### src/rtl/tas_gate_ctrl.sv
`timescale 1ns/1ps
`default_nettype none
// +----------------------------------------------------------------------+
// | tas_gate_ctrl: time-aware gate controller with a double-buffered GCL  |
// | Rev 1.0                                                              |
// +----------------------------------------------------------------------+
module tas_gate_ctrl #(
  parameter int NQ        = 4,
  parameter int GCL_DEPTH = 8,
  parameter int GCL_AW    = 3,
  parameter int INTV_W    = 20
) (
  input  logic                 clk,
  input  logic                 rst_n,
  input  logic                 cfg_wr_i,
  input  logic [GCL_AW-1:0]    cfg_addr_i,
  input  logic [NQ+INTV_W-1:0] cfg_wdata_i,
  input  logic [GCL_AW:0]      cfg_len_i,
  input  logic                 cfg_commit_i,
  input  logic                 cfg_enable_i,
  output logic                 cfg_busy_o,
  output logic                 commit_done_o,
  output logic [NQ-1:0]        gate_open_o,
  output logic [GCL_AW-1:0]    slot_idx_o,
  output logic                 cycle_start_o,
  output logic [15:0]          cycle_cnt_o
);

  localparam int ENT_W = NQ + INTV_W;
  localparam int LEN_W = GCL_AW + 1;

  typedef enum logic [0:0] {
    S_IDLE = 1'b0,
    S_RUN  = 1'b1
  } state_e;

  state_e               state_q, state_d;
  logic                 oper_sel_q, oper_sel_d;
  logic [LEN_W-1:0]     oper_len_q, oper_len_d;
  logic [LEN_W-1:0]     admin_len_q, admin_len_d;
  logic                 busy_q, busy_d;
  logic                 commit_done_q, commit_done_d;
  logic                 cycle_start_q, cycle_start_d;
  logic [GCL_AW-1:0]    slot_q, slot_d;
  logic [INTV_W-1:0]    cnt_q, cnt_d;
  logic [NQ-1:0]        gate_q, gate_d;
  logic [15:0]          cycle_cnt_q, cycle_cnt_d;
  logic [ENT_W-1:0]     bank_q [2][GCL_DEPTH];

  logic                 commit_req;
  logic [LEN_W-1:0]     len_clamped;
  logic                 last_slot;
  logic [GCL_AW-1:0]    slot_inc;
  logic [ENT_W-1:0]     ent_next;
  logic [ENT_W-1:0]     ent0_cur;
  logic [ENT_W-1:0]     ent0_alt;
  logic                 ld_en;
  logic [ENT_W-1:0]     ld_ent;

  function automatic logic [NQ-1:0] ent_mask(input logic [ENT_W-1:0] e);
    return e[ENT_W-1 -: NQ];
  endfunction

  // A zero interval still occupies one cycle, so the counter starts at max(iv,1)-1.
  function automatic logic [INTV_W-1:0] ent_cnt(input logic [ENT_W-1:0] e);
    logic [INTV_W-1:0] iv;
    iv = e[INTV_W-1:0];
    return (iv == '0) ? '0 : (iv - INTV_W'(1));
  endfunction

  assign commit_req  = cfg_commit_i & ~busy_q;
  assign len_clamped = (cfg_len_i > LEN_W'(GCL_DEPTH)) ? LEN_W'(GCL_DEPTH) : cfg_len_i;
  assign last_slot   = (LEN_W'(slot_q) == (oper_len_q - LEN_W'(1)));
  assign slot_inc    = slot_q + GCL_AW'(1);
  assign ent_next    = bank_q[oper_sel_q][slot_inc];
  assign ent0_cur    = bank_q[oper_sel_q][0];
  assign ent0_alt    = bank_q[~oper_sel_q][0];

  always_comb begin
    state_d       = state_q;
    oper_sel_d    = oper_sel_q;
    oper_len_d    = oper_len_q;
    admin_len_d   = admin_len_q;
    busy_d        = busy_q;
    slot_d        = slot_q;
    cnt_d         = cnt_q;
    gate_d        = gate_q;
    cycle_cnt_d   = cycle_cnt_q;
    commit_done_d = 1'b0;
    cycle_start_d = 1'b0;
    ld_en         = 1'b0;
    ld_ent        = '0;

    if (commit_req) begin
      admin_len_d = len_clamped;
    end

    unique case (state_q)
      S_IDLE: begin
        gate_d = '1;
        if (commit_req) begin
          oper_sel_d    = ~oper_sel_q;
          oper_len_d    = len_clamped;
          commit_done_d = 1'b1;
        end
        // A same-cycle commit swaps first, so entry 0 comes from the new bank.
        if (cfg_enable_i && (oper_len_d != '0)) begin
          state_d       = S_RUN;
          slot_d        = '0;
          ld_en         = 1'b1;
          ld_ent        = commit_req ? ent0_alt : ent0_cur;
          cycle_start_d = 1'b1;
        end
      end

      S_RUN: begin
        if (!cfg_enable_i) begin
          state_d = S_IDLE;
          gate_d  = '1;
          slot_d  = '0;
          cnt_d   = '0;
          busy_d  = 1'b0;
          if (busy_q) begin
            oper_sel_d    = ~oper_sel_q;
            oper_len_d    = admin_len_q;
            commit_done_d = 1'b1;
          end else if (commit_req) begin
            oper_sel_d    = ~oper_sel_q;
            oper_len_d    = len_clamped;
            commit_done_d = 1'b1;
          end
        end else begin
          if (commit_req) begin
            busy_d = 1'b1;
          end
          if (cnt_q != '0) begin
            cnt_d = cnt_q - INTV_W'(1);
          end else if (!last_slot) begin
            slot_d = slot_inc;
            ld_en  = 1'b1;
            ld_ent = ent_next;
          end else begin
            cycle_cnt_d = cycle_cnt_q + 16'd1;
            slot_d      = '0;
            if (busy_q) begin
              oper_sel_d    = ~oper_sel_q;
              oper_len_d    = admin_len_q;
              busy_d        = 1'b0;
              commit_done_d = 1'b1;
              if (admin_len_q == '0) begin
                state_d = S_IDLE;
                gate_d  = '1;
                cnt_d   = '0;
              end else begin
                ld_en         = 1'b1;
                ld_ent        = ent0_alt;
                cycle_start_d = 1'b1;
              end
            end else begin
              ld_en         = 1'b1;
              ld_ent        = ent0_cur;
              cycle_start_d = 1'b1;
            end
          end
        end
      end

      default: begin
        state_d = S_IDLE;
        gate_d  = '1;
      end
    endcase

    if (ld_en) begin
      gate_d = ent_mask(ld_ent);
      cnt_d  = ent_cnt(ld_ent);
    end
  end

  always_ff @(posedge clk or negedge rst_n) begin
    if (!rst_n) begin
      state_q       <= S_IDLE;
      oper_sel_q    <= 1'b0;
      oper_len_q    <= '0;
      admin_len_q   <= '0;
      busy_q        <= 1'b0;
      commit_done_q <= 1'b0;
      cycle_start_q <= 1'b0;
      slot_q        <= '0;
      cnt_q         <= '0;
      gate_q        <= '1;
      cycle_cnt_q   <= '0;
    end else begin
      state_q       <= state_d;
      oper_sel_q    <= oper_sel_d;
      oper_len_q    <= oper_len_d;
      admin_len_q   <= admin_len_d;
      busy_q        <= busy_d;
      commit_done_q <= commit_done_d;
      cycle_start_q <= cycle_start_d;
      slot_q        <= slot_d;
      cnt_q         <= cnt_d;
      gate_q        <= gate_d;
      cycle_cnt_q   <= cycle_cnt_d;
    end
  end

  // Admin writes land in the non-oper bank and are dropped while a commit is pending.
  always_ff @(posedge clk or negedge rst_n) begin
    if (!rst_n) begin
      for (int b = 0; b < 2; b++) begin
        for (int i = 0; i < GCL_DEPTH; i++) begin
          bank_q[b][i] <= '0;
        end
      end
    end else if (cfg_wr_i && !busy_q) begin
      bank_q[~oper_sel_q][cfg_addr_i] <= cfg_wdata_i;
    end
  end

  assign cfg_busy_o    = busy_q;
  assign commit_done_o = commit_done_q;
  assign gate_open_o   = gate_q;
  assign slot_idx_o    = slot_q;
  assign cycle_start_o = cycle_start_q;
  assign cycle_cnt_o   = cycle_cnt_q;

endmodule
`default_nettype wire

### config.mk
export PLATFORM = sky130hd
export DESIGN_NAME = tas_gate_ctrl
export DESIGN_NICKNAME = d
export VERILOG_FILES = /design/src/rtl/tas_gate_ctrl.sv
export SDC_FILE = /design/constraint.sdc
export NUM_CORES = 1
export LEC_CHECK = 0
export ABC_CLOCK_PERIOD_IN_PS = 9500
export CORE_AREA = 4 4 278 280
export CTS_CLUSTER_SIZE = 12
export DETAILED_ROUTE_END_ITERATION = 12
export DIE_AREA = 0 0 282 284
export GPL_ROUTABILITY_DRIVEN = 0
export PLACE_DENSITY_LB_ADDON = 0.3
export REMOVE_ABC_BUFFERS = 1
export SLEW_MARGIN = 20
export SYNTH_ARGS = -nofsm -noshare
export SYNTH_HDL_FRONTEND = slang
export SYNTH_SLANG_ARGS = --single-unit
### constraint.sdc
create_clock -name clk -period 9.5 [get_ports clk]
set_clock_uncertainty 0.2 [all_clocks]
set_input_delay 2.375 -clock clk [delete_from_list [all_inputs] [get_ports clk]]
set_output_delay 2.375 -clock clk [all_outputs]
set_load 0.01 [all_outputs]
# Word level (Yosys, flattened, before mapping)
# Cells that the tools add are included.
[classes]
add_sub_neg = 5
order_cmp = 7
n_eq_ne = 12
muxes = 84
bitwise_logic = 9
reduce_logical = 15
[ops]
columns = ["op", "count"]
rows = [
  ["$mux W192", 7],
  ["$bwmux W384", 1],
  ["$mux W24", 10],
  ["$demux W192 S1", 1],
  ["$mux W20", 8],
  ["$bmux W24 S3", 1],
  ["$demux W24 S3", 1],
  ["$mux W4", 14],
  ["$pmux W24 S2", 1],
  ["$sub A20 B1 Y20 const B", 2],
  ["$mux W1", 28],
  ["$logic_not A20 Y1", 1],
  ["$reduce_bool A20 Y1", 1],
  ["$add A16 B1 Y16 const B", 1],
  ["$pmux W4 S2", 2],
  ["$mux W3", 4],
  ["$ne A4 B1 Y1 const B", 3],
  ["$ne A4 B2 Y1 const B", 3],
  ["$reduce_and A4 Y1", 3],
  ["$pmux W1 S2", 5],
  ["$ge A4 B4 Y1 const B", 2],
  ["$not A3 Y4", 2],
  ["$ne A3 B2 Y1 const B", 2],
  ["$pmux W3 S2", 1],
  ["20 further kinds", 28],
]
[totals]
register_bits = 440
inputBits = 36
word_cells = 159

# Longest topological paths before layout
[logic_depth]
ltp_word = 14
depth_mapped = 16
mapped_depth_nobuf = 13

# Least setup slack after synthesis
# Ideal clock, no wire load.
[synth_path]
path_kind = "input-to-reg"
start = "input port cfg_commit_i"
end = "register cnt_q[12]"
setup_ns = 0.127
arrival_ns = 4.446
setup_slack_ns = 4.727
path_stages = 12
n_path_buf = 1
cell_sequence = "nor2b_1 -> mux2i_1 -> o211ai_1 -> buf_2 -> a21oi_1 -> a21oi_1 -> ha_1 -> nand2_1 -> or3_1 -> nor2_1 -> xor2_1 -> o21ai_1"
[synth_via]
elab_chain_len = 10
elab_cells_between_ends = 19
classes_between = "1 x add/sub; 3 x eq/ne; 9 x mux; 1 x bitwise; 5 x reduce/logical"
[synth_rtl]
columns = ["element", "line_no", "text"]
rows = [
  ["start: declaration", "19", "input logic cfg_commit_i,"],
  ["$and A1 B1 Y1 *", "71", "assign commit_req = cfg_commit_i & ~busy_q;"],
  ["$mux W4", "-", ""],
  ["$mux W4", "98", "unique case (state_q)"],
  ["$reduce_bool A4 Y1", "107", "if (cfg_enable_i && (oper_len_d != '0)) begin"],
  ["$logic_and A1 B1 Y1", "107", ""],
  ["$mux W24", "107", ""],
  ["$pmux W24 S2", "98", ""],
  ["$sub A20 B1 Y20 or $logic_not A20 Y1 (tied branches)", "68", "return (iv == '0) ? '0 : (iv - INTV_W'(1));"],
  ["$mux W20", "68", ""],
  ["$mux W20", "174", "if (ld_en) begin"],
  ["end signal: assignment", "202", "cnt_q <= cnt_d;"],
  ["end: declaration", "45", "logic [INTV_W-1:0] cnt_q, cnt_d;"],
]
# Every way passes the cells marked *; elsewhere a longest branch is shown, timed or not. The select of a mux whose other input is x is not followed.
# A chain may end at the register's enable or synchronous reset.

# Worst setup path in the final report
[layout_path]
start = "input port cfg_commit_i"
end = "register cnt_q[0]"
# Same word-level chain as after synthesis.

==> flow_summary_export.csv <==
group,metric,value,unit
status,status,"completed",
global_route,grt_pass1_wl,92400,µm
synthesis,ys_seq_area_share,49.4,%
clock_network,root_buffer,"clkbuf_16",
timing,relSlewSlack,32.4,%
synthesis,synth_compound_area_share,6.07,%
setup_path,critPathArrivalTime,5.90,ns
run,cap_violations,0,
detailed_routing,drtAntennaViolNets,0,
synthesis,synth_common_cells,"436 x dfrtp_1, 414 x mux2_2, 111 x nand2_1",
detailed_routing,vias,14400,
floorplanning,rows,100,
finish,final-instance-count-excl-fill,2724,
global_route,grtUsageTotal,14.8,%
detailed_routing,drtIter0Drc,952,
synthesis,post-synth-top-count-cell,"dfrtp_1",
timing,rsz0062_at_grt,"no",
finish,final_layout_size_suffix_gt1_share,36.0,%
placed_design,placed_area,23800,µm²
setup_path,worstSetupPathType,"input pin to flip-flop",
finish,post-route-util,34.1,%
synthesis,synth_cells,1700,
power,power.leakage,10.8,nW
timing,hold_violations,0,
floorplanning,die_y,284,µm
placed_design,dp_cells,2634,
finish,final_area,25400,µm²
finish,n_antenna_cell,0,
global_route,grt_overflow,0,
hold_path,worstHoldPathType,"flip-flop to flip-flop",
power,peakVddDrop,160,µV
setup_path,crit_required,9.77,ns
clock_network,htree_num_levels,2,
clock_network,cts_max_path_buffers,3,
floorplanning,core_area,74400,µm²
timing,setup_slack,3.87,ns
placed_design,dp_slack,3.23,ns
synthesis,synth_area_leader_cell,"dfrtp_1",
clock_network,clk_latency,0.60,ns
clock_network,path_clk_slew,0.06,ns
global_route,antenna_found_initial,1,
setup_path,critPathLaunchType,"input pin",
floorplanning,initial_utilization,29.9,%
clock_network,cts_tree,"done",
synthesis,async_reset_ff_share,100,%
synthesis,synthAdderAreaFrac,0.393,%
timing,slew_viol_final,0,
timing,period_share,59.3,%
timing,setup_tns,0,ns
detailed_routing,wl_per_cell,21.7,µm
floorplanning,die_area,80100,µm²
power,fin_total_pwr,7.84,mW
clock_network,cts_buffers,49,
finish,layout.nets,1761,
synthesis,synth.area.top_cells,"dfrtp_1 49%, mux2_2 21%, mux4_2 7.3%",
timing,setup_viol,0,
timing,min_period,5.63,ns
synthesis,synth_top_family_by_area,"multiplexers",
synthesis,synthXorXnorAreaFrac,1.64,%
placed_design,hpwl,37000,µm
detailed_routing,routed_wl,59100,µm
detailed_routing,drt_first_pass_iters,5,
timing,tightest_slew,1.01,ns
global_route,grt_max_degree,179,
detailed_routing,drc,0,
synthesis,synth.distinct_cells,74,
synthesis,syn_avg_cell_area,13.1,µm²
setup_path,endpoint_kind,"flip-flop",
clock_network,postCtsHoldBufs,0,
clock_network,postCtsSetupBuffers,0,
setup_path,cp_max_fo,30,
clock_network,cts_sinks,440,
synthesis,synth-warning-count,0,
synthesis,netlist_area,22300,µm²
synthesis,synth.top_cell.area_share,49.0,%
timing,fmax,0.178,GHz
floorplanning,pin_count,62,
synthesis,yosys.area_share.simple,7.07,%
global_route,grt_pass1_vias,14900,
clock_network,cts_resized,0,
floorplanning,die_width,282,µm
synthesis,synth-edff-count,0,
finish,area_delta_synth_final,13.9,%
placed_design,portBuffers,61,
power,power_density,309,nW/µm²
detailed_routing,vias_per_cell,5.30,
timing,whs,0.268,ns
synthesis,synth_seq_cells,440,
synthesis,synthMuxAreaShare,32.1,%
synthesis,synth-main-ff-cell,"dfrtp_1",
-- kinds of logic after synthesis --
family,Yosys count
mux,548
flops,440
xor+xnor,41
compound gates,200
simple gates,323
buf+inv,141
fa+ha+maj,7
-- placed cells by master, fill, tap and decap left out, types with 5 or more instances in the layout --
cell type and instances:
clkbuf_8 8, mux2i_1 47, xnor2_1 22, a22oi_1 10, nand4_1 18, o21ai_0 41, ha_1 6, nor4_1 10
mux2_2 414, buf_4 28, nand2_1 111, o221ai_1 7, clkdlybuf4s50_1 60, o22ai_1 5, nor2_1 53, xor2_1 15
mux4_1 15, a31oi_1 9, nor3_1 18, or3_1 7, o211ai_1 10, nor2b_1 15, clkbuf_16 51, dfrtp_1 434
mux4_2 72, a211o_1 6, o21ai_1 6, clkinv_2 12, a211oi_1 12, nand3_1 55, a21oi_1 53, clkbuf_1 15
a32oi_1 5, inv_1 13, o21a_1 7
-- state kept, by name, summed over array words and instances (netlist names) --
register	count
state_q	1
admin_len_q	4
cycle_start_o	1
slot_idx_o	3
gate_open_o	4
cnt_q	20
commit_done_o	1
cfg_busy_o	1
bank_q	384
oper_len_q	4
cycle_cnt_o	16
oper_sel_q	1
-- critical path, stage by stage --
cell,delay [ns]
clkdlybuf4s50_1,0.51
nand2b_1,0.33
a22o_1,0.38
o211ai_1,0.19
buf_4,0.36
a21oi_1,0.07
a21oi_1,0.39
ha_1,0.24
nand2_1,0.06
nor3_1,0.18
a31o_2,0.48
o221ai_2,0.16
o21a_1,0.15
-- worst paths after layout --
| kind | start | end | slack, ns | depth (start not counted) |
|---|---|---|---|---|
| max in group asynchronous | rst_n | gate_open_o[0] | 6.05 | 3 |
| min in group asynchronous | rst_n | bank_q[194] | 1.58 | 1 |
| worst min register to register | cycle_cnt_o[15] | cycle_cnt_o[15] | 0.27 | 1 |
| worst max-delay path | cfg_commit_i | cnt_q[0] | 3.87 | 13 |
| worst min-delay path | cycle_cnt_o[15] | cycle_cnt_o[15] | 0.27 | 1 |
| worst max register to register | oper_sel_q | cnt_q[0] | 4.52 | 12 |
-- power breakdown --
group          leakage, nW  total, mW  internal (mW)  switching, mW
clock network        0.769       1.84           1.07          0.770
logic                 4.41       2.85           1.55           1.31
registers             5.62       3.14           2.64          0.504
-- cell type report --
type | instances | area (µm²)
Clock inverter | 14 | 98.8
Timing Repair Buffer | 94 | 941
Inverter | 14 | 52.6
Tap cell | 969 | 1210
Clock buffer | 74 | 1440
Multi-Input combinational cell | 1119 | 10600
Fill cell | 7169 | 49100
Sequential cell | 440 | 11000
-- routing by layer --
metal | GRT usage, % | part of all wire (%) | up-vias
met3 | 2.67 | 5.2 | 80
met2 | 22.8 | 45 | 332
met4 | 3.76 | 2.1 | 2
li1 | - | - | 6378
met5 | 0 | 0.022 | -
met1 | 21.6 | 48 | 7646
Power figures use the tool's default switching activity.
